--- src/rtl/sdrc_tg_pkg.sv ---
// Shared types and constants for the SDRAM Wishbone traffic generator.
//   state_e : control FSM states
//   mode_e  : data pattern selection (cfg_mode encoding)
//   CTI_*   : Wishbone cycle type identifiers used on burst beats
//   LFSR_POLY : 32-bit Galois LFSR feedback polynomial
package sdrc_tg_pkg;

    typedef enum logic [2:0] {
        ST_IDLE,
        ST_WAIT_INIT,
        ST_WR_BURST,
        ST_WR_GAP,
        ST_RD_BURST,
        ST_RD_GAP,
        ST_DONE
    } state_e;

    typedef enum logic [1:0] {
        MODE_INC  = 2'b00,
        MODE_LFSR = 2'b01,
        MODE_WALK = 2'b10,
        MODE_ADDR = 2'b11
    } mode_e;

    localparam logic [2:0]  CTI_INCR  = 3'b010;
    localparam logic [2:0]  CTI_EOB   = 3'b111;
    localparam logic [31:0] LFSR_POLY = 32'h8020_0003;

endpackage

--- src/rtl/sdrc_tg_pattern.sv ---
// Data pattern generator. One instance produces write data during the write
// phase and, after a reload from the same seed, the expected read data.
//   sys_clk, RESETN : clock, asynchronous active-low reset
//   load            : reload all pattern state from seed (beat index 0)
//   advance         : step to the next beat (one per acked beat)
//   mode            : pattern select (mode_e encoding)
//   seed            : pattern seed
//   addr            : current beat address, used by address-as-data mode
//   data            : combinational pattern word for the current beat
module sdrc_tg_pattern
    import sdrc_tg_pkg::*;
#(
    parameter int DW = 32,
    parameter int AW = 32
) (
    input  logic          sys_clk,
    input  logic          RESETN,
    input  logic          load,
    input  logic          advance,
    input  logic [1:0]    mode,
    input  logic [DW-1:0] seed,
    input  logic [AW-1:0] addr,
    output logic [DW-1:0] data
);

    logic [DW-1:0] inc_q;
    logic [DW-1:0] walk_q;
    logic [31:0]   lfsr_q;
    logic [31:0]   lfsr_nx;
    logic [31:0]   seed32;
    logic [DW-1:0] lfsr_rep;

    // Galois step: shift right, fold the polynomial in when a one falls out.
    assign lfsr_nx = lfsr_q[0] ? ((lfsr_q >> 1) ^ LFSR_POLY) : (lfsr_q >> 1);
    assign seed32  = 32'(seed);

    // NOTE: every variable written in always_comb gets a default before any
    // conditional logic, so no path can leave it unassigned and infer a latch.
    always_comb begin
        lfsr_rep = '0;
        for (int i = 0; i < DW; i++) begin
            lfsr_rep[i] = lfsr_q[i % 32];
        end
    end

    // NOTE: sequential state uses non-blocking assignments only, so every
    // register samples values from before the edge regardless of block order.
    always_ff @(posedge sys_clk or negedge RESETN) begin
        if (!RESETN) begin
            inc_q  <= '0;
            walk_q <= DW'(1);
            lfsr_q <= 32'd1;
        end else if (load) begin
            inc_q  <= seed;
            walk_q <= DW'(1);
            lfsr_q <= (seed32 == 32'd0) ? 32'd1 : seed32;
        end else if (advance) begin
            inc_q  <= inc_q + DW'(1);
            walk_q <= {walk_q[DW-2:0], walk_q[DW-1]};
            lfsr_q <= lfsr_nx;
        end
    end

    always_comb begin
        data = inc_q;
        case (mode_e'(mode))
            MODE_INC:  data = inc_q;
            MODE_LFSR: data = lfsr_rep;
            MODE_WALK: data = walk_q;
            MODE_ADDR: data = DW'(addr);
            default:   data = inc_q;
        endcase
    end

endmodule

--- src/rtl/sdrc_wb_traffic_gen.sv ---
// Wishbone burst traffic generator / checker for the SDRAM controller slave
// port. Writes cfg_num_bursts incrementing bursts of a selectable pattern,
// reads them back and compares each beat.
//   sys_clk, RESETN        : clock, asynchronous active-low reset
//   start                  : launch pulse (ignored while busy)
//   cfg_*                  : run configuration, sampled on the accepted start
//   sdr_init_done          : SDRAM controller ready
//   wb_*                   : Wishbone master interface
//   busy, done, pass, timeout, err_cnt, first_err_addr : run status
module sdrc_wb_traffic_gen
    import sdrc_tg_pkg::*;
#(
    parameter int DW     = 32,
    parameter int AW     = 32,
    parameter int BLW    = 5,
    parameter int TO_CYC = 1024
) (
    input  logic            sys_clk,
    input  logic            RESETN,
    input  logic            start,
    input  logic [AW-1:0]   cfg_base_addr,
    input  logic [BLW-1:0]  cfg_burst_len,
    input  logic [7:0]      cfg_num_bursts,
    input  logic [1:0]      cfg_mode,
    input  logic [DW-1:0]   cfg_seed,
    input  logic            sdr_init_done,
    output logic            wb_cyc_o,
    output logic            wb_stb_o,
    output logic            wb_we_o,
    output logic [AW-1:0]   wb_addr_o,
    output logic [DW-1:0]   wb_dat_o,
    output logic [DW/8-1:0] wb_sel_o,
    output logic [2:0]      wb_cti_o,
    input  logic            wb_ack_i,
    input  logic [DW-1:0]   wb_dat_i,
    output logic            busy,
    output logic            done,
    output logic            pass,
    output logic            timeout,
    output logic [15:0]     err_cnt,
    output logic [AW-1:0]   first_err_addr
);

    localparam int BYTES = DW / 8;
    localparam int WDW   = $clog2(TO_CYC + 1);

    state_e         state, state_nx;
    logic [AW-1:0]  base_q, addr_q, ferr_q;
    logic [BLW-1:0] last_beat_q, beat_q;
    logic [7:0]     num_bursts_q, burst_q;
    logic [1:0]     mode_q;
    logic [DW-1:0]  seed_q, pat_data;
    logic [WDW-1:0] wd_q;
    logic [15:0]    err_q;
    logic           timeout_q;

    logic in_burst, beat_ack, last_beat, last_burst, wd_expire, accept, phase_load;

    assign in_burst   = (state == ST_WR_BURST) || (state == ST_RD_BURST);
    assign beat_ack   = in_burst && wb_ack_i;
    assign last_beat  = (beat_q == last_beat_q);
    assign last_burst = ((burst_q + 8'd1) == num_bursts_q);
    // An ack in the expiry cycle takes priority over the watchdog.
    assign wd_expire  = in_burst && !wb_ack_i && (wd_q == WDW'(TO_CYC - 1));
    assign accept     = start && ((state == ST_IDLE) || (state == ST_DONE));
    // Pattern and address restart at the head of each phase.
    assign phase_load = ((state == ST_WAIT_INIT) && sdr_init_done) ||
                        ((state == ST_WR_GAP) && (burst_q == num_bursts_q));

    always_ff @(posedge sys_clk or negedge RESETN) begin
        if (!RESETN) state <= ST_IDLE;
        else         state <= state_nx;
    end

    always_comb begin
        state_nx = state;
        case (state)
            ST_IDLE:      if (start) state_nx = (cfg_num_bursts == 8'd0) ? ST_DONE : ST_WAIT_INIT;
            ST_WAIT_INIT: if (sdr_init_done) state_nx = ST_WR_BURST;
            ST_WR_BURST: begin
                if (beat_ack && last_beat) state_nx = ST_WR_GAP;
                else if (wd_expire)        state_nx = ST_DONE;
            end
            ST_WR_GAP:    state_nx = (burst_q == num_bursts_q) ? ST_RD_BURST : ST_WR_BURST;
            ST_RD_BURST: begin
                if (beat_ack && last_beat) state_nx = last_burst ? ST_DONE : ST_RD_GAP;
                else if (wd_expire)        state_nx = ST_DONE;
            end
            ST_RD_GAP:    state_nx = ST_RD_BURST;
            ST_DONE:      if (start) state_nx = ST_IDLE;
            default:      state_nx = ST_IDLE;
        endcase
    end

    always_ff @(posedge sys_clk or negedge RESETN) begin
        if (!RESETN) begin
            base_q       <= '0;
            addr_q       <= '0;
            ferr_q       <= '0;
            last_beat_q  <= '0;
            beat_q       <= '0;
            num_bursts_q <= '0;
            burst_q      <= '0;
            mode_q       <= '0;
            seed_q       <= '0;
            wd_q         <= '0;
            err_q        <= '0;
            timeout_q    <= 1'b0;
        end else if (accept) begin
            base_q       <= cfg_base_addr;
            last_beat_q  <= (cfg_burst_len == '0) ? '0 : cfg_burst_len - BLW'(1);
            num_bursts_q <= cfg_num_bursts;
            mode_q       <= cfg_mode;
            seed_q       <= cfg_seed;
            err_q        <= '0;
            ferr_q       <= '0;
            timeout_q    <= 1'b0;
        end else if (phase_load) begin
            addr_q  <= base_q;
            beat_q  <= '0;
            burst_q <= '0;
            wd_q    <= '0;
        end else if (beat_ack) begin
            addr_q <= addr_q + AW'(BYTES);
            wd_q   <= '0;
            if (last_beat) begin
                beat_q  <= '0;
                burst_q <= burst_q + 8'd1;
            end else begin
                beat_q <= beat_q + BLW'(1);
            end
            if ((state == ST_RD_BURST) && (wb_dat_i != pat_data)) begin
                if (err_q != 16'hFFFF) err_q <= err_q + 16'd1;
                if (err_q == 16'd0)    ferr_q <= addr_q;
            end
        end else if (in_burst) begin
            wd_q <= wd_q + WDW'(1);
            if (wd_expire) timeout_q <= 1'b1;
        end
    end

    sdrc_tg_pattern #(.DW(DW), .AW(AW)) u_pattern (
        .sys_clk (sys_clk),
        .RESETN  (RESETN),
        .load    (phase_load),
        .advance (beat_ack),
        .mode    (mode_q),
        .seed    (seed_q),
        .addr    (addr_q),
        .data    (pat_data)
    );

    // Bus controls decode straight from the state register, so reset or a
    // watchdog expiry drops cyc/stb without an extra pipeline stage.
    assign wb_cyc_o       = in_burst;
    assign wb_stb_o       = in_burst;
    assign wb_we_o        = (state == ST_WR_BURST);
    assign wb_sel_o       = in_burst ? '1 : '0;
    assign wb_addr_o      = addr_q;
    assign wb_dat_o       = (state == ST_WR_BURST) ? pat_data : '0;
    assign wb_cti_o       = !in_burst ? 3'b000 : (last_beat ? CTI_EOB : CTI_INCR);
    assign busy           = (state != ST_IDLE) && (state != ST_DONE);
    assign done           = (state == ST_DONE);
    assign pass           = (state == ST_DONE) && (err_q == 16'd0) && !timeout_q;
    assign timeout        = timeout_q;
    assign err_cnt        = err_q;
    assign first_err_addr = ferr_q;

endmodule

--- config.mk ---
export PLATFORM = sky130hd
export DESIGN_NAME = sdrc_wb_traffic_gen
export DESIGN_NICKNAME = d
export VERILOG_FILES = /design/src/rtl/sdrc_tg_pkg.sv /design/src/rtl/sdrc_tg_pattern.sv /design/src/rtl/sdrc_wb_traffic_gen.sv
export SDC_FILE = /design/constraint.sdc
export NUM_CORES = 1
export LEC_CHECK = 0
export CAP_MARGIN = 20
export CORE_MARGIN = 2
export CORE_UTILIZATION = 30
export DETAILED_ROUTE_END_ITERATION = 8
export PLACE_DENSITY = 0.61
export SETUP_SLACK_MARGIN = 0.2
export SLEW_MARGIN = 0
export SYNTH_ARGS = -nofsm -noshare
export SYNTH_HDL_FRONTEND = slang
export SYNTH_SLANG_ARGS = --single-unit
--- constraint.sdc ---
create_clock -name sys_clk -period 2.7 [get_ports sys_clk]
set_input_delay 0.405 -clock sys_clk [delete_from_list [all_inputs] [get_ports sys_clk]]
set_output_delay 0.405 -clock sys_clk [all_outputs]
set_load 0.02 [all_outputs]
Word-level counts from Yosys, hierarchy flattened
Index checks and enable logic that the tools add are counted.
- register bits: 283
- bits of input ports: 116
- output and inout port bits: 126
- word-level logic and storage cells: 135
- add/subtract/negate cells: 7
- equality and inequality tests: 21
- mux-type cells: 50
- bitwise logic cells: 2
- reductions and logical operators: 39
- operator list (kind ; count):
    $mux W32 ; 16
    $pmux W32 S4 ; 1
    $mux W16 ; 5
    $mux W11 ; 3
    $add A32 B1 Y32 const B ; 1
    $add A32 B3 Y32 const B ; 1
    $logic_not A32 Y1 ; 1
    $ne A32 B32 Y1 ; 1
    $mux W3 ; 10
    $mux W8 ; 3
    $pmux W3 S7 ; 1
    $mux W5 ; 4
    $add A16 B1 Y16 const B ; 1
    $eq A8 B8 Y1 ; 2
    $logic_not A16 Y1 ; 1
    $ne A16 B16 Y1 const B ; 1
    $reduce_bool A2 Y1 ; 8
    $reduce_and A4 Y1 ; 3
    $add A11 B1 Y11 const B ; 1
    $eq A11 B10 Y1 const B ; 1
    $logic_and A1 B1 Y1 ; 11
    $eq A3 B3 Y1 const B ; 3
    $add A8 B1 Y8 const B ; 1
    $logic_not A8 Y1 ; 1
    other kinds (23) ; 38

Depth between registers and ports, before layout
- depth in word-level cells: 9
- gate-level depth with buffers: 11
- mapped depth without buffers: 8

By module
A second synthesis with hierarchy kept.
- cell total of the unflattened synthesis: 1611
- area, all modules: 14883.0 um2
- modules (own cells, without submodules) (module ; instances ; cells an instance ; area an instance (um2) ; sequential area each (um2)):
    sdrc_wb_traffic_gen ; 1 ; 1111 ; 9519.1 ; 4679.5
    sdrc_tg_pattern ; 1 ; 500 ; 5363.9 ; 2404.8

Least setup slack after synthesis
No wires, ideal clock.
- path kind: reg2out
- start point: reg state[1]
- end point: out wb_cti_o[2]
- data arrival time: 2254 ps
- data required time: 2295 ps
- slack: 41 ps
- cell stages (with the launch flop): 7
- path buffers: 3
- cells stage by stage: dfrtp_1 buf_2 xnor2_1 or2_2 clkbuf_1 nor4_1 buf_4
- cells in the longest elaborated chain, start to end: 3
- elaborated cells on any way between the ends: 4
- those cells by class: 2 x eq/ne; 1 x mux; 1 x reduce/logical
- ends and longest elaborated chain (what ; line ; source):
    start, declared ; sdrc_wb_traffic_gen.sv:47 ; state_e state, state_nx;
    start signal, assigned ; sdrc_wb_traffic_gen.sv:72 ; else state <= state_nx;
    $eq A3 B2 Y1 or $eq A3 B3 Y1 (tied branches) ; sdrc_wb_traffic_gen.sv:59 ; assign in_burst = (state == ST_WR_BURST) || (state == ST_RD_BURST);
    $logic_or A1 B1 Y1 (*) ; sdrc_wb_traffic_gen.sv:59 ;
    $mux W3 (*) ; sdrc_wb_traffic_gen.sv:161 ; assign wb_cti_o = !in_burst ? 3'b000 : (last_beat ? CTI_EOB : CTI_INCR);
    end, declared ; sdrc_wb_traffic_gen.sv:33 ; output logic [2:0] wb_cti_o,
Every way passes the cells marked *; elsewhere a longest branch is shown, timed or not.

Worst setup path in the final report
- start point: reg mode_q[1]
- end point: reg ferr_q[18], in the netlist first_err_addr[18]
- cells in the longest elaborated chain, start to end: 6
- elaborated cells on any way between the ends: 9
- those cells by class: 4 x eq/ne; 1 x mux; 4 x reduce/logical
- ends and longest elaborated chain (what ; line ; source):
    start, declared ; sdrc_wb_traffic_gen.sv:51 ; logic [1:0] mode_q;
    start signal, assigned ; sdrc_wb_traffic_gen.sv:113 ; mode_q <= cfg_mode;
    $eq A2 B2 Y1, or another cell as far along ; sdrc_tg_pattern.sv:66 ; case (mode_e'(mode))
    $pmux W32 S4 (*) ; sdrc_tg_pattern.sv:66 ;
    $ne A32 B32 Y1 (*) ; sdrc_wb_traffic_gen.sv:132 ; if ((state == ST_RD_BURST) && (wb_dat_i != pat_data)) begin
    $logic_and A1 B1 Y1 (*) ; sdrc_wb_traffic_gen.sv:132 ;
    $reduce_bool A2 Y1 (no source line) (*) ; -- ;
    $reduce_and A4 Y1 (no source line) (*) ; -- ;
    end signal, assigned ; sdrc_wb_traffic_gen.sv:134 ; if (err_q == 16'd0) ferr_q <= addr_q;
    end, declared ; sdrc_wb_traffic_gen.sv:48 ; logic [AW-1:0] base_q, addr_q, ferr_q;
Marks and branches as above.
A chain may end at the register's enable or synchronous reset.

==> flow_metrics.tcl <==
set metrics [dict create \
    cts_tree "done" \
    layout-drive-gt1-share_pct 16.8 \
    yosysTopAreaCellShare_pct 47.6 \
    areaGrowthSynthToFinish_pct 36.7 \
    hpwlAfterDp_um 36300 \
    clockRootBuffer "clkbuf_16" \
    worst_pin_slew_ns 0.600 \
    worst_setup_path_end_kind "flip-flop" \
    synth_xor_area_share_pct 6.41 \
    drcViolationCount 0 \
    synth_top_family_by_area "simple AND/OR/NAND/NOR gates" \
    ant_nets 0 \
    synth_compound_area_share_pct 8.10 \
    synth_area_um2 14800 \
    seqCellArea_um2 7090 \
    maxCapViolCount 0 \
    fin_hold_ws_ns 0.349 \
    synthCells 1620 \
    wl_per_cell_um 19.0 \
    dp_worst_setup_slack_ns -0.207 \
    multi_input_comb_area_um2 7450 \
    num_vias 13000 \
    final_net_count 2050 \
    power_leakage_nw 8.94 \
    fin_area_um2 20200 \
    arrival_ns 3.38 \
    synth_area_leaders "dfrtp_1, nand2_1, mux4_2" \
    rsz0062_at_grt "yes" \
    layout_commonest_cell "nand2_1" \
    ys_types 53 \
    fp.dieW_um 226 \
    fin_crit_ns 2.88 \
    final_util_pct 41.4 \
    setup_ws_ns -0.180 \
    drv_slew 0 \
    finalPower_mw 18.2 \
    synthSimpleGateAreaFrac_pct 23.9 \
    powerDensity_nw_per_um2 903 \
    dieArea_um2 51000 \
    skew_ns 0.0123 \
    coreArea_um2 48700 \
    crit_slowest_cell "mux4_2" \
    maxSlewHeadroom_pct 59.6 \
    num_rows 81 \
    yosys_warnings 0 \
    yosys.area.top_type "dfrtp_1" \
    dr.pass1.iters 5 \
    placed_area_um2 18600 \
    track_usage_pct 19.1 \
    avgSynthCellArea_um2 9.11 \
    boundaryPins 242 \
    avgViaCountPerCell 4.98 \
    grt_pass1_vias 12800 \
    synth.mux.area_fraction_pct 9.04 \
    first_iter_violations 1029 \
    synthAdderAreaFrac_pct 0.678 \
    synthArstFlopShare_pct 100 \
    grt_pass1_wl_um 75000 \
    ys.flop_type "dfrtp_1" \
    grt_max_degree 99 \
    max_stage_delay_ns 0.46 \
    drt_wl_total_um 49700 \
    clock_path_buffers 3 \
    yosysSeqAreaShare_pct 48.0 \
    worstPathMaxFanout 8 \
    peakVddDrop_v 0.000599 \
    clk_pin_slew_ns 0.06 \
    antenna_found_initial 3 \
    cpMostUsedCell "buf_12" \
    crit_required_ns 3.20 \
    period_share_pct 107 \
    final-hold-violation-count 0 \
    n_fill_cell 4731 \
    startpoint_type "flip-flop" \
    ys_seq_elements 283 \
    hold_class "in -> reg" \
    grt_overflow_total 0 \
    initial_core_util_pct 30.3 \
    die_y_um 226 \
    path_buf_inv 5 \
    clkLatencyLatePin_ns 0.59 \
    crit_type "reg -> reg" \
    cts_max_level 1 \
    synth-edff-count 0 \
    outcome "complete, but fails checks" \
    gp_congestion 0.934 \
    finalSetupViolations 49 \
    fmax_ghz 0.347 \
    synth_nets 1744 \
    clock_sinks 283 \
    violations "setup timing" \
    crit_chain "buf_12 > clkbuf_16 > buf_4 > mux4_2 > xor2_1 > nor4_1 > nand4_1 > nor2_2 > or3_4 > buf_12 > buf_16 > mux2i_2" \
    layout_common_cells "nand2_1, dfrtp_1, clkdlybuf4s50_1, o21ai_0, buf_4" \
    cts_buffers 30 \
    critPathTopFamily "simple AND/OR/NAND/NOR gates" \
    port-buffer-count 241 \
]
==> synth_stat cells (all sizes together) (26+ instances only) <==
master / number
a21oi: 40
buf: 38
clkbuf: 62
dfrtp: 281
mux2i: 58
mux4: 32
nand2: 503
nand3: 38
nor2: 82
nor2b: 37
nor4: 26
o21ai: 112
xnor2: 42
xor2: 66
==> repair_timing <==
item	CTS	global route
buffers inserted	9	14
setup endpoints to repair	104	148
hold buffers	1	0
pin swaps	5	16
gates resized for setup	149	119
endpoints found under the hold margin	66	0
gates cloned	2	2
==> power by group <==
part	switching, mW	total (mW)	internal, mW
Sequential	1.35	7.02	5.66
Combinational	3.54	7.05	3.50
Clock	1.82	4.16	2.34
Total	6.72	18.2	11.5
==> logic make-up after synthesis <==
| group | Yosys count |
|---|---|
| flops | 283 |
| mux | 93 |
| simple gates | 799 |
| compound gates | 210 |
| buf+inv | 119 |
| fa+ha+maj | 8 |
| xor+xnor | 108 |
==> registers in the layout, summed over array words and instances (netlist names), 8 cells and up <==
register / flops
num_bursts_q: 8
seed_q: 32
u_pattern.walk_q: 32
burst_q: 8
wb_addr_o: 32
base_q: 32
u_pattern.inc_q: 32
u_pattern.lfsr_q: 32
first_err_addr: 32
err_cnt: 16
wd_q: 11
==> through the flow <==
step,cells,setup TNS [ns]
3_5_place_dp,2530,-6.68
3_3_place_gp,2530,-5.66
6_report,2617,-4.94
2_1_floorplan,1620,0
4_1_cts,2598,-2.84
5_1_grt,2616,-10.86
==> cell type report <==
class | count | area share, %
well taps | 664 | 4.12
inverters | 19 | 0.366
flip-flops and latches | 283 | 35.1
clock inverters | 14 | 0.589
clock buffers | 42 | 4.29
repair buffers | 374 | 18.6
diodes | 3 | 0.0372
multi-input cells | 1218 | 36.9
==> layer usage <==
layer	wire length (um)	share of wire (%)	global-route usage [%]	up-vias
li1	-	-	-	6128
met1	22100	44	26.6	6378
met2	22200	45	29.0	437
met3	3820	7.7	4.33	77
met4	1590	3.2	6.71	0
met5	0	0	0	-
==> worst register-to-register path, cell delays in order (launching register included) <==
cell and delay, ns:
dfrtp_2 0.45, buf_12 0.15, clkbuf_16 0.15, buf_4 0.14, mux4_2 0.46, xor2_1 0.16
nor4_1 0.28, nand4_1 0.15, nor2_2 0.19, or3_4 0.19, buf_12 0.13, buf_16 0.14
mux2i_2 0.22
==> path summary, 6_finish.rpt <==
kind / from / endpoint / slack (ns) / cells after the start
setup / recovery: mode_q[1] / first_err_addr[18] / -0.18 / 12
hold / removal: cfg_seed[13] / seed_q[13] / 0.35 / 3
setup reg to reg: mode_q[1] / first_err_addr[18] / -0.18 / 12
hold reg to reg: base_q[0] / base_q[0] / 0.46 / 2
max in group asynchronous: RESETN / first_err_addr[11] / 1.42 / 3
min in group asynchronous: RESETN / num_bursts_q[4] / 0.38 / 2
No activity file was read; power rests on OpenSTA's default activity.
